File: src/rtl/rom_pkg.sv
// Shared definitions for the program-ROM read-port arbiter: default widths,
// FSM state encoding and transaction owner encoding.
package rom_pkg;

    localparam int ROM_ADDR_W = 16;
    localparam int ROM_DATA_W = 32;

    typedef enum logic [1:0] {
        IDLE,
        READ,
        ACK
    } state_t;

    typedef enum logic {
        OWN_FETCH,
        OWN_AUX
    } owner_t;

endpackage

File: src/rtl/rom_fetch_arbiter.sv
// Shares one program-ROM read port between instruction fetch (priority) and an
// auxiliary reader; a starvation counter forces aux through after STARVE_LIMIT fetch wins.
module rom_fetch_arbiter
    import rom_pkg::*;
#(
    parameter int ADDR_W       = ROM_ADDR_W,
    parameter int DATA_W       = ROM_DATA_W,
    parameter int STARVE_LIMIT = 4
) (
    input  logic              CLK,
    input  logic              RST,
    input  logic              fetch_req,
    input  logic [ADDR_W-1:0] fetch_addr,
    output logic              fetch_ack,
    output logic [DATA_W-1:0] fetch_data,
    input  logic              aux_req,
    input  logic [ADDR_W-1:0] aux_addr,
    output logic              aux_ack,
    output logic [DATA_W-1:0] aux_data,
    output logic [ADDR_W-1:0] rom_address,
    input  logic [DATA_W-1:0] rom_data,
    output logic              busy
);

    localparam logic [3:0] LIMIT = 4'(STARVE_LIMIT);

    state_t            state, state_nxt;
    owner_t            owner, owner_nxt;
    logic [3:0]        starve_cnt, starve_nxt;
    logic [ADDR_W-1:0] rom_address_nxt;
    logic [DATA_W-1:0] fetch_data_nxt, aux_data_nxt;
    logic              fetch_ack_nxt, aux_ack_nxt;
    logic              aux_wins;

    // Fetch wins contention unless aux has already been passed over LIMIT times.
    assign aux_wins = aux_req && (!fetch_req || (starve_cnt == LIMIT));

    always_comb begin
        // NOTE: every output of this block gets a default first so no path leaves it unassigned (no latches).
        state_nxt       = state;
        owner_nxt       = owner;
        starve_nxt      = starve_cnt;
        rom_address_nxt = rom_address;
        fetch_data_nxt  = fetch_data;
        aux_data_nxt    = aux_data;
        fetch_ack_nxt   = 1'b0;
        aux_ack_nxt     = 1'b0;

        case (state)
            IDLE: begin
                if (fetch_req || aux_req) begin
                    state_nxt = READ;
                    if (aux_wins) begin
                        owner_nxt       = OWN_AUX;
                        rom_address_nxt = aux_addr;
                        starve_nxt      = 4'd0;
                    end else begin
                        owner_nxt       = OWN_FETCH;
                        rom_address_nxt = fetch_addr;
                        if (!aux_req)
                            starve_nxt = 4'd0;
                        else if (starve_cnt != LIMIT)
                            starve_nxt = starve_cnt + 4'd1;
                    end
                end
            end
            READ: begin
                state_nxt = ACK;
                if (owner == OWN_AUX)
                    aux_data_nxt = rom_data;
                else
                    fetch_data_nxt = rom_data;
            end
            ACK: begin
                state_nxt     = IDLE;
                fetch_ack_nxt = (owner == OWN_FETCH);
                aux_ack_nxt   = (owner == OWN_AUX);
            end
            default: state_nxt = IDLE;
        endcase
    end

    // Reset aborts any transaction in flight: no ack, returned words cleared.
    always_ff @(posedge CLK) begin
        if (RST) begin
            state       <= IDLE;
            owner       <= OWN_FETCH;
            starve_cnt  <= 4'd0;
            rom_address <= '0;
            fetch_data  <= '0;
            aux_data    <= '0;
            fetch_ack   <= 1'b0;
            aux_ack     <= 1'b0;
            busy        <= 1'b0;
        end else begin
            // NOTE: non-blocking assignments so every register samples pre-edge values.
            state       <= state_nxt;
            owner       <= owner_nxt;
            starve_cnt  <= starve_nxt;
            rom_address <= rom_address_nxt;
            fetch_data  <= fetch_data_nxt;
            aux_data    <= aux_data_nxt;
            fetch_ack   <= fetch_ack_nxt;
            aux_ack     <= aux_ack_nxt;
            busy        <= (state_nxt != IDLE);
        end
    end

endmodule

File: config.mk
export PLATFORM = sky130hd
export DESIGN_NAME = rom_fetch_arbiter
export DESIGN_NICKNAME = d
export VERILOG_FILES = /design/src/rtl/rom_pkg.sv /design/src/rtl/rom_fetch_arbiter.sv
export SDC_FILE = /design/constraint.sdc
export NUM_CORES = 1
export LEC_CHECK = 0
export ABC_AREA = 1
export ABC_CLOCK_PERIOD_IN_PS = 1400
export CAP_MARGIN = 20
export CELL_PAD_IN_SITES_DETAIL_PLACEMENT = 0
export CELL_PAD_IN_SITES_GLOBAL_PLACEMENT = 1
export CORE_MARGIN = 10
export CORE_UTILIZATION = 39
export CTS_CLUSTER_SIZE = 24
export DETAILED_ROUTE_END_ITERATION = 16
export DONT_BUFFER_PORTS = 1
export PLACE_DENSITY = 0.79
export SLEW_MARGIN = 0
export SYNTH_ARGS = -nofsm -noshare
export SYNTH_HDL_FRONTEND = slang
export SYNTH_SLANG_ARGS = --single-unit
File: constraint.sdc
create_clock -name CLK -period 1.4 [get_ports CLK]
set_input_delay 0.14 -clock CLK [delete_from_list [all_inputs] [get_ports CLK]]
set_output_delay 0.14 -clock CLK [all_outputs]
set_load 0.005 [all_outputs]
==> qor.yml, run 1 <==
setup_path:
  cp_max_fo: 5
  endpoint_kind: "flip-flop"
  critPathRequiredTime_ns: 1.65
  cp_common_cell: "nor2_1"
  r2r_slack_ns: 0.1
  critical_path_arrival_ns: 1.55
  crit_path_cell_trace: "inv_1, ha_2, nand3_4, nand2_8, clkbuf_16, nand3_1, nand2_1, nor2_1, nor2_1"
  r2r_end: "rom_address[1]$_SDFFE_PP0P_"
  cp-start-kind: "flip-flop"
  critPathTopFamily: "simple AND/OR/NAND/NOR gates"
  crit_slowest_cell: "dfxtp_2"
  path_class: "reg2reg"
  cpPeakStageDelay_ns: 0.36
  cp.buffers_inverters: 2
  r2r-start: "starve_cnt[1]$_SDFFE_PP0P_"
  reg2reg_depth: 9
power:
  totalPowerFinal_uw: 5260
  switching_share_pct: 28.5
  switchingPower_uw: 1500
  pwr-share-clk_pct: 32.7
  p_leak_uw: 0.00171
  p_int_uw: 3760
  p_comb_share_pct: 12.3
  powerDensity_nw_per_um2: 1210
  pwr-share-seq_pct: 55.0
  peakVddDrop_uv: 500
die:
  num_rows: 34
  die_area_um2: 13400
  die_h_um: 116
  fp.dieW_um: 116
  core-area_um2: 8850
  start_util_pct: 40.5
  pin_count: 151
logic_synthesis:
  synthXorXnorAreaFrac_pct: 0.244
  synthCells: 476
  synth_top_area_share_pct: 50.3
  synth_cell_types: 21
  synth_top_family_by_area: "compound AO/OA/AOI/OAI gates"
  yosys-top-cells-area: "dfxtp_1, o21ai_0, a21oi_1"
  syn_nets: 546
  syn_avg_cell_area_um2: 7.53
  yosysSeqAreaShare_pct: 50.3
  synth.area.mux_share_pct: 0
  synth_fa_ha_area_share_pct: 0.698
  synth_top_area_cell: "dfxtp_1"
  synth_warnings: 0
  synth_compound_area_share_pct: 23.0
  synthSimpleGateAreaFrac_pct: 11.8
  ys_seq_elements: 90
  synth_area_um2: 3580
clock_tree:
  cts_max_path_buffers: 2
  cts-htree-levels: 3
  worstSkewPairLatency_ns: 0.35
  clkSlewWorstSetupHoldPaths_ns: 0.10
  clkSinkCount: 90
  cts_root_buf: "clkbuf_8"
  numCtsBuffers: 9
  cts_tree: "yes"
  cts_setup_buffers: 0
finish:
  design_area_um2: 4340
  drive_gt1_share_pct: 9.47
  area_growth_pct: 21.2
  n_antenna_cell: 0
  utilization_pct: 49.1
  final_nets: 572
  most-common-layout-cells: "inv_1, dfxtp_1, o21ai_0, a21oi_1, nor2_1"
  fillers: 906
placed_design:
  gp_congestion: 0.740
  place_ws_ns: 0.0270
  hpwlAfterDp_mm: 6.63
  placed_area_um2: 3690
  port_buffers: 0
routing:
  antenna_left: 0
  avgRoutedWirePerCell_um: 16.2
  drt-pass1-iter-count: 5
  wl_mm: 9.94
  vias: 3084
  vias_per_cell: 5.01
  drc: 0
  drt_iter0_markers: 234
worst_hold_path:
  holdPathEnd: "rom_address[6]$_SDFFE_PP0P_"
  holdCritPathClass: "in2reg"
  min_from: "aux_req"
  hold_depth: 3
timing:
  max_freq_ghz: 0.768
  final-max-slew-violation-count: 0
  post-route-period-util_pct: 93.0
  period_minus_slack_ns: 1.30
  hold_slack_ns: 0.00820
  fin_skew_ns: 0.0119
  hold_viol_final: 0
  finalSetupViolCount: 0
  worstMarginPinSlew_ns: 0.513
  relSlewSlack_pct: 65.7
  setup_ws_ns: 0.0975
grt:
  grt.total_usage_pct: 14.0
  antenna_found_initial: 0
  gr-total-overflow: 0
  grt_first_pass_wirelength_mm: 15.3
  grt_max_degree: 65
  grt_pass1_vias: 2937
job:
  maxCapViolCount: 0
outcome:
  status: "finished, final reports clean"
## cell families after synthesis
group | after synthesis
adder cells (fa/ha/maj) | 2
XOR/XNOR | 1
AO/OA/AOI/OAI | 164
buffers and inverters | 123
flip-flops | 90
AND/OR/NAND/NOR | 96
## per-stage QoR
step	TNS, ns	instances
2_1_floorplan	0	476
3_3_place_gp	0	561
3_5_place_dp	0	561
4_1_cts	0	611
5_1_grt	-0.000538	615
6_report	0	615
## sequential cells by signal, summed over array words and instances, names as in the netlist
signal and flops:
aux_ack 1, aux_data 32, busy 1, fetch_ack 1, fetch_data 32, owner 1
rom_address 16, starve_cnt 4, state 2
## timing repair
item / CTS / global route
setup endpoints to repair: 0 / 18
endpoints found under the hold margin: 76 / 0
gates resized for setup: 0 / 13
hold buffers: 34 / 0
## how the worst max path moves through the flow
stage,to,slack [ns],start,cells past startpoint
floorplan,starve_cnt[1]$_SDFFE_PP0P_,0.09,starve_cnt[0]$_SDFFE_PP0P_,8
global placement,rom_address[10]$_SDFFE_PP0P_,0.13,starve_cnt[1]$_SDFFE_PP0P_,9
detailed placement,starve_cnt[1]$_SDFFE_PP0P_,0.03,starve_cnt[1]$_SDFFE_PP0P_,8
CTS,starve_cnt[1]$_SDFFE_PP0P_,0.002,starve_cnt[1]$_SDFFE_PP0P_,8
global route,rom_address[3]$_SDFFE_PP0P_,-0.0005,starve_cnt[1]$_SDFFE_PP0P_,9
finish,rom_address[1]$_SDFFE_PP0P_,0.1,starve_cnt[1]$_SDFFE_PP0P_,9
## worst reg2reg max path, stage by stage, from the launching register on
cell	delay (ns)
dfxtp_2	0.36
inv_1	0.05
ha_2	0.18
nand3_4	0.08
nand2_8	0.09
clkbuf_16	0.16
nand3_1	0.06
nand2_1	0.05
nor2_1	0.12
nor2_1	0.05
## routing by layer
metal | share of wire, % | wire length [um] | GRT usage, % | up-vias
met4 | 1.3 | 127 | 4.59 | 0
met3 | 11 | 1090 | 6.15 | 14
li1 | - | - | - | 1569
met2 | 47 | 4710 | 22.5 | 109
met1 | 40 | 4000 | 16.3 | 1392
met5 | 0 | 0 | 0 | -
## power by group through the flow
| stage | sequential (uW) | clock [uW] | combinational, uW |
|---|---|---|---|
| after CTS | 2900 | 1780 | 609 |
| final | 2890 | 1720 | 647 |
| after detailed placement | 2960 | 0 | 512 |
| after global routing | 2920 | 1890 | 746 |
| after floorplan | 2900 | 0 | 430 |
| after global placement | 2960 | 0 | 496 |
## synthesized netlist by cell type (all sizes together)
cell type  number
nand2          28
o31ai           1
inv            91
nand3          24
xor2            1
buf            13
dfxtp          90
clkbuf         19
ha              2
nor2           43
a21oi          81
nand4           1
o21ai          82
## area by class of cell
type                            instances  area, um^2  area share, %
Inverter                               91         342           7.87
Multi-Input combinational cell        263        1330           30.6
Sequential cell                        90        1800           41.5
Clock buffer                           10         138           3.17
Tap cell                              108         135           3.11
Timing Repair Buffer                   47         543           12.5
Clock inverter                          6        53.8           1.24
Note: power is estimated with default switching activity, not from simulation.
==> inputs of run 2 (changes only) <==
--- a/config.mk
+++ b/config.mk
@@ -11,11 +11,10 @@
 export CELL_PAD_IN_SITES_DETAIL_PLACEMENT = 0
 export CELL_PAD_IN_SITES_GLOBAL_PLACEMENT = 1
 export CORE_MARGIN = 10
-export CORE_UTILIZATION = 39
+export CORE_UTILIZATION = 27
 export CTS_CLUSTER_SIZE = 24
 export DETAILED_ROUTE_END_ITERATION = 16
-export DONT_BUFFER_PORTS = 1
-export PLACE_DENSITY = 0.79
+export PLACE_DENSITY = 0.81
 export SLEW_MARGIN = 0
 export SYNTH_ARGS = -nofsm -noshare
 export SYNTH_HDL_FRONTEND = slang
==> run 2 against run 1 <==
Sequential power decreased by 2%. Power increased by 19%. Clock skew decreased by 0.0071 ns. Cell count grew 31%. Global-route usage fell by 2.6 points. Routed wire length increased by 9.1%. Critical endpoint is now fetch_data[9]. Hold slack improved by 0.43 ns. First-iteration DRC count fell by 29%.
==> qor.yml, run 2 (synthesized netlist as in run 1, its figures left out) <==
worst_hold_path:
  min_from: "aux_data[20]$_SDFFE_PP0P_"  # was aux_req
  holdCritPathClass: "reg2reg"  # was in2reg
  hold_depth: 2  # was 3
  holdPathEnd: "aux_data[20]$_SDFFE_PP0P_"  # was rom_address[6]$_SDFFE_PP0P_
clock_tree:
  cts_setup_buffers: 0  # unchanged
  cts_root_buf: "clkbuf_16"  # was clkbuf_8
  cts-htree-levels: 3  # unchanged
  clkSlewWorstSetupHoldPaths_ns: 0.07  # was 0.10 ns
  hold_buffers: 0  # was 34
  numCtsBuffers: 9  # unchanged
  cts_max_path_buffers: 2  # unchanged
  clkSinkCount: 90  # unchanged
  worstSkewPairLatency_ns: 0.34  # was 0.35 ns
  ctsResizeCount: 0  # unchanged
  cts_tree: "yes"  # unchanged
power:
  powerDensity_nw_per_um2: 1090  # was 1210 nW/um^2
  totalPowerFinal_uw: 6240  # was 5260 uW
  switchingPower_uw: 1590  # was 1500 uW
  p_leak_uw: 0.00221  # was 0.00171 uW
  p_int_uw: 4650  # was 3760 uW
  p_comb_share_pct: 18.3  # was 12.3%
  peakVddDrop_uv: 485  # was 500 uV
  pwr-share-clk_pct: 36.3  # was 32.7%
  switching_share_pct: 25.5  # was 28.5%
  pwr-share-seq_pct: 45.4  # was 55.0%
routing:
  avgRoutedWirePerCell_um: 13.5  # was 16.2 um
  drc: 0  # unchanged
  drt_iter0_markers: 167  # was 234
  vias_per_cell: 4.35  # was 5.01
  vias: 3498  # was 3,084
  drt-pass1-iter-count: 4  # was 5
  antenna_left: 0  # unchanged
  wl_mm: 10.8  # was 9.94 mm
die:
  pin_count: 151  # unchanged
  die_h_um: 135  # was 116 um
  core-area_um2: 13100  # was 8850 um^2
  start_util_pct: 27.3  # was 40.5%
  fp.dieW_um: 135  # was 116 um
  die_area_um2: 18300  # was 13,400 um^2
  num_rows: 42  # was 34
setup_path:
  path_class: "reg2out"  # was reg2reg
  crit_slowest_cell: "clkdlybuf4s50_1"  # was dfxtp_2
  cp.buffers_inverters: 1  # was 2
  reg2reg_depth: 9  # unchanged
  r2r_slack_ns: 0.13  # was 0.1 ns
  r2r-start: "starve_cnt[1]$_SDFFE_PP0P_"  # unchanged
  crit_path_cell_trace: "clkdlybuf4s50_1"  # was inv_1, ha_2, nand3_4, nand2_8, clkbuf_16, nand3_1, nand2_1, nor2_1, nor2_1
  critical_path_arrival_ns: 1.23  # was 1.55 ns
  cp_max_fo: 2  # was 5
  cp-start-kind: "flip-flop"  # unchanged
  critPathTopFamily: "buffers and inverters"  # was simple AND/OR/NAND/NOR gates
  r2r_end: "rom_address[4]$_SDFFE_PP0P_"  # was rom_address[1]$_SDFFE_PP0P_
  cpPeakStageDelay_ns: 0.52  # was 0.36 ns
  endpoint_kind: "primary output"  # was flip-flop
  critPathRequiredTime_ns: 1.26  # was 1.65 ns
grt:
  grt_first_pass_wirelength_mm: 17.2  # was 15.3 mm
  antenna_found_initial: 0  # unchanged
  grt_max_degree: 65  # unchanged
  gr-total-overflow: 0  # unchanged
  grt.total_usage_pct: 11.4  # was 14.0%
  grt_pass1_vias: 3378  # was 2,937
placed_design:
  hpwlAfterDp_mm: 7.91  # was 6.63 mm
  port_buffers: 150  # was 0
  place_ws_ns: -0.0491  # was 0.0270 ns
  gp_congestion: 0.775  # was 0.740
finish:
  drive_gt1_share_pct: 7.80  # was 9.47%
  fillers: 1324  # was 906
  n_antenna_cell: 0  # unchanged
  area_growth_pct: 59.8  # was 21.2%
  final_common_cell: "clkdlybuf4s50_1"
  multiInputGateArea_um2: 1320  # was 1330 um^2
  final_nets: 693  # was 572
  most-common-layout-cells: "clkdlybuf4s50_1, inv_1, dfxtp_1, o21ai_0, a21oi_1"  # was inv_1, dfxtp_1, o21ai_0, a21oi_1, nor2_1
  utilization_pct: 43.6  # was 49.1%
  register_area_um2: 1800  # unchanged
  reg_top3: "aux_data: 32 flops, fetch_data: 32 flops, rom_address: 16 flops"  # unchanged
timing:
  final-max-slew-violation-count: 0  # unchanged
  post-route-period-util_pct: 97.5  # was 93.0%
  hold_viol_final: 0  # unchanged
  setup-tns-final_ns: 0  # unchanged
  setup_ws_ns: 0.0343  # was 0.0975 ns
  worstMarginPinSlew_ns: 0.305  # was 0.513 ns
  max_freq_ghz: 0.732  # was 0.768 GHz
  period_minus_slack_ns: 1.37  # was 1.30 ns
  relSlewSlack_pct: 79.6  # was 65.7%
  finalSetupViolCount: 0  # unchanged
  fin_skew_ns: 0.00484  # was 0.0119 ns
job:
  maxCapViolCount: 0  # unchanged
outcome:
  status: "finished, final reports clean"  # unchanged
run 2: power groups by stage:
stage | sequential, uW | combinational, uW | clock (uW)
floorplan | 2900 | 430 | 0
global placement | 2890 | 1110 | 0
detailed placement | 2890 | 1130 | 0
CTS | 2840 | 1130 | 2340
global route | 2860 | 1270 | 2450
finish | 2840 | 1140 | 2260
run 2: through the flow:
step	hold WS [ns]	area (um^2)	std cells
after global routing	0.455	5730	804
after detailed placement	0.435	5330	785
after global placement	0.428	5330	785
after floorplan	0.209	3580	476
final	0.441	5730	804
after CTS	0.431	5610	801
run 2: metal layers:
metal	track usage, %	up-vias	share of wire (%)
met1	14.7	1556	46
met4	4.07	0	0.88
met2	17.1	120	44
li1	-	1813	-
met3	4.04	9	9.2
met5	0	-	0
run 2: cell type report:
type | instances | share of cell area [%]
clock inverter | 6 | 0.699
tap | 176 | 3.85
timing repair buffer | 168 | 30.7
clock buffer | 10 | 4.17
multi-input combinational | 263 | 23.1
sequential | 90 | 31.5
inverter | 91 | 5.97
run 2: worst max-delay path by stage:
stage	from	cells past startpoint	end	slack, ns
floorplan	starve_cnt[0]$_SDFFE_PP0P_	8	starve_cnt[1]$_SDFFE_PP0P_	0.09
global placement	aux_req	7	rom_address[6]$_SDFFE_PP0P_	-0.03
detailed placement	aux_req	7	rom_address[1]$_SDFFE_PP0P_	-0.05
CTS	starve_cnt[0]$_SDFFE_PP0P_	8	starve_cnt[1]$_SDFFE_PP0P_	0.02
global route	starve_cnt[0]$_SDFFE_PP0P_	9	rom_address[0]$_SDFFE_PP0P_	-0.004
finish	fetch_data[9]$_SDFFE_PP0P_	1	fetch_data[9]	0.03
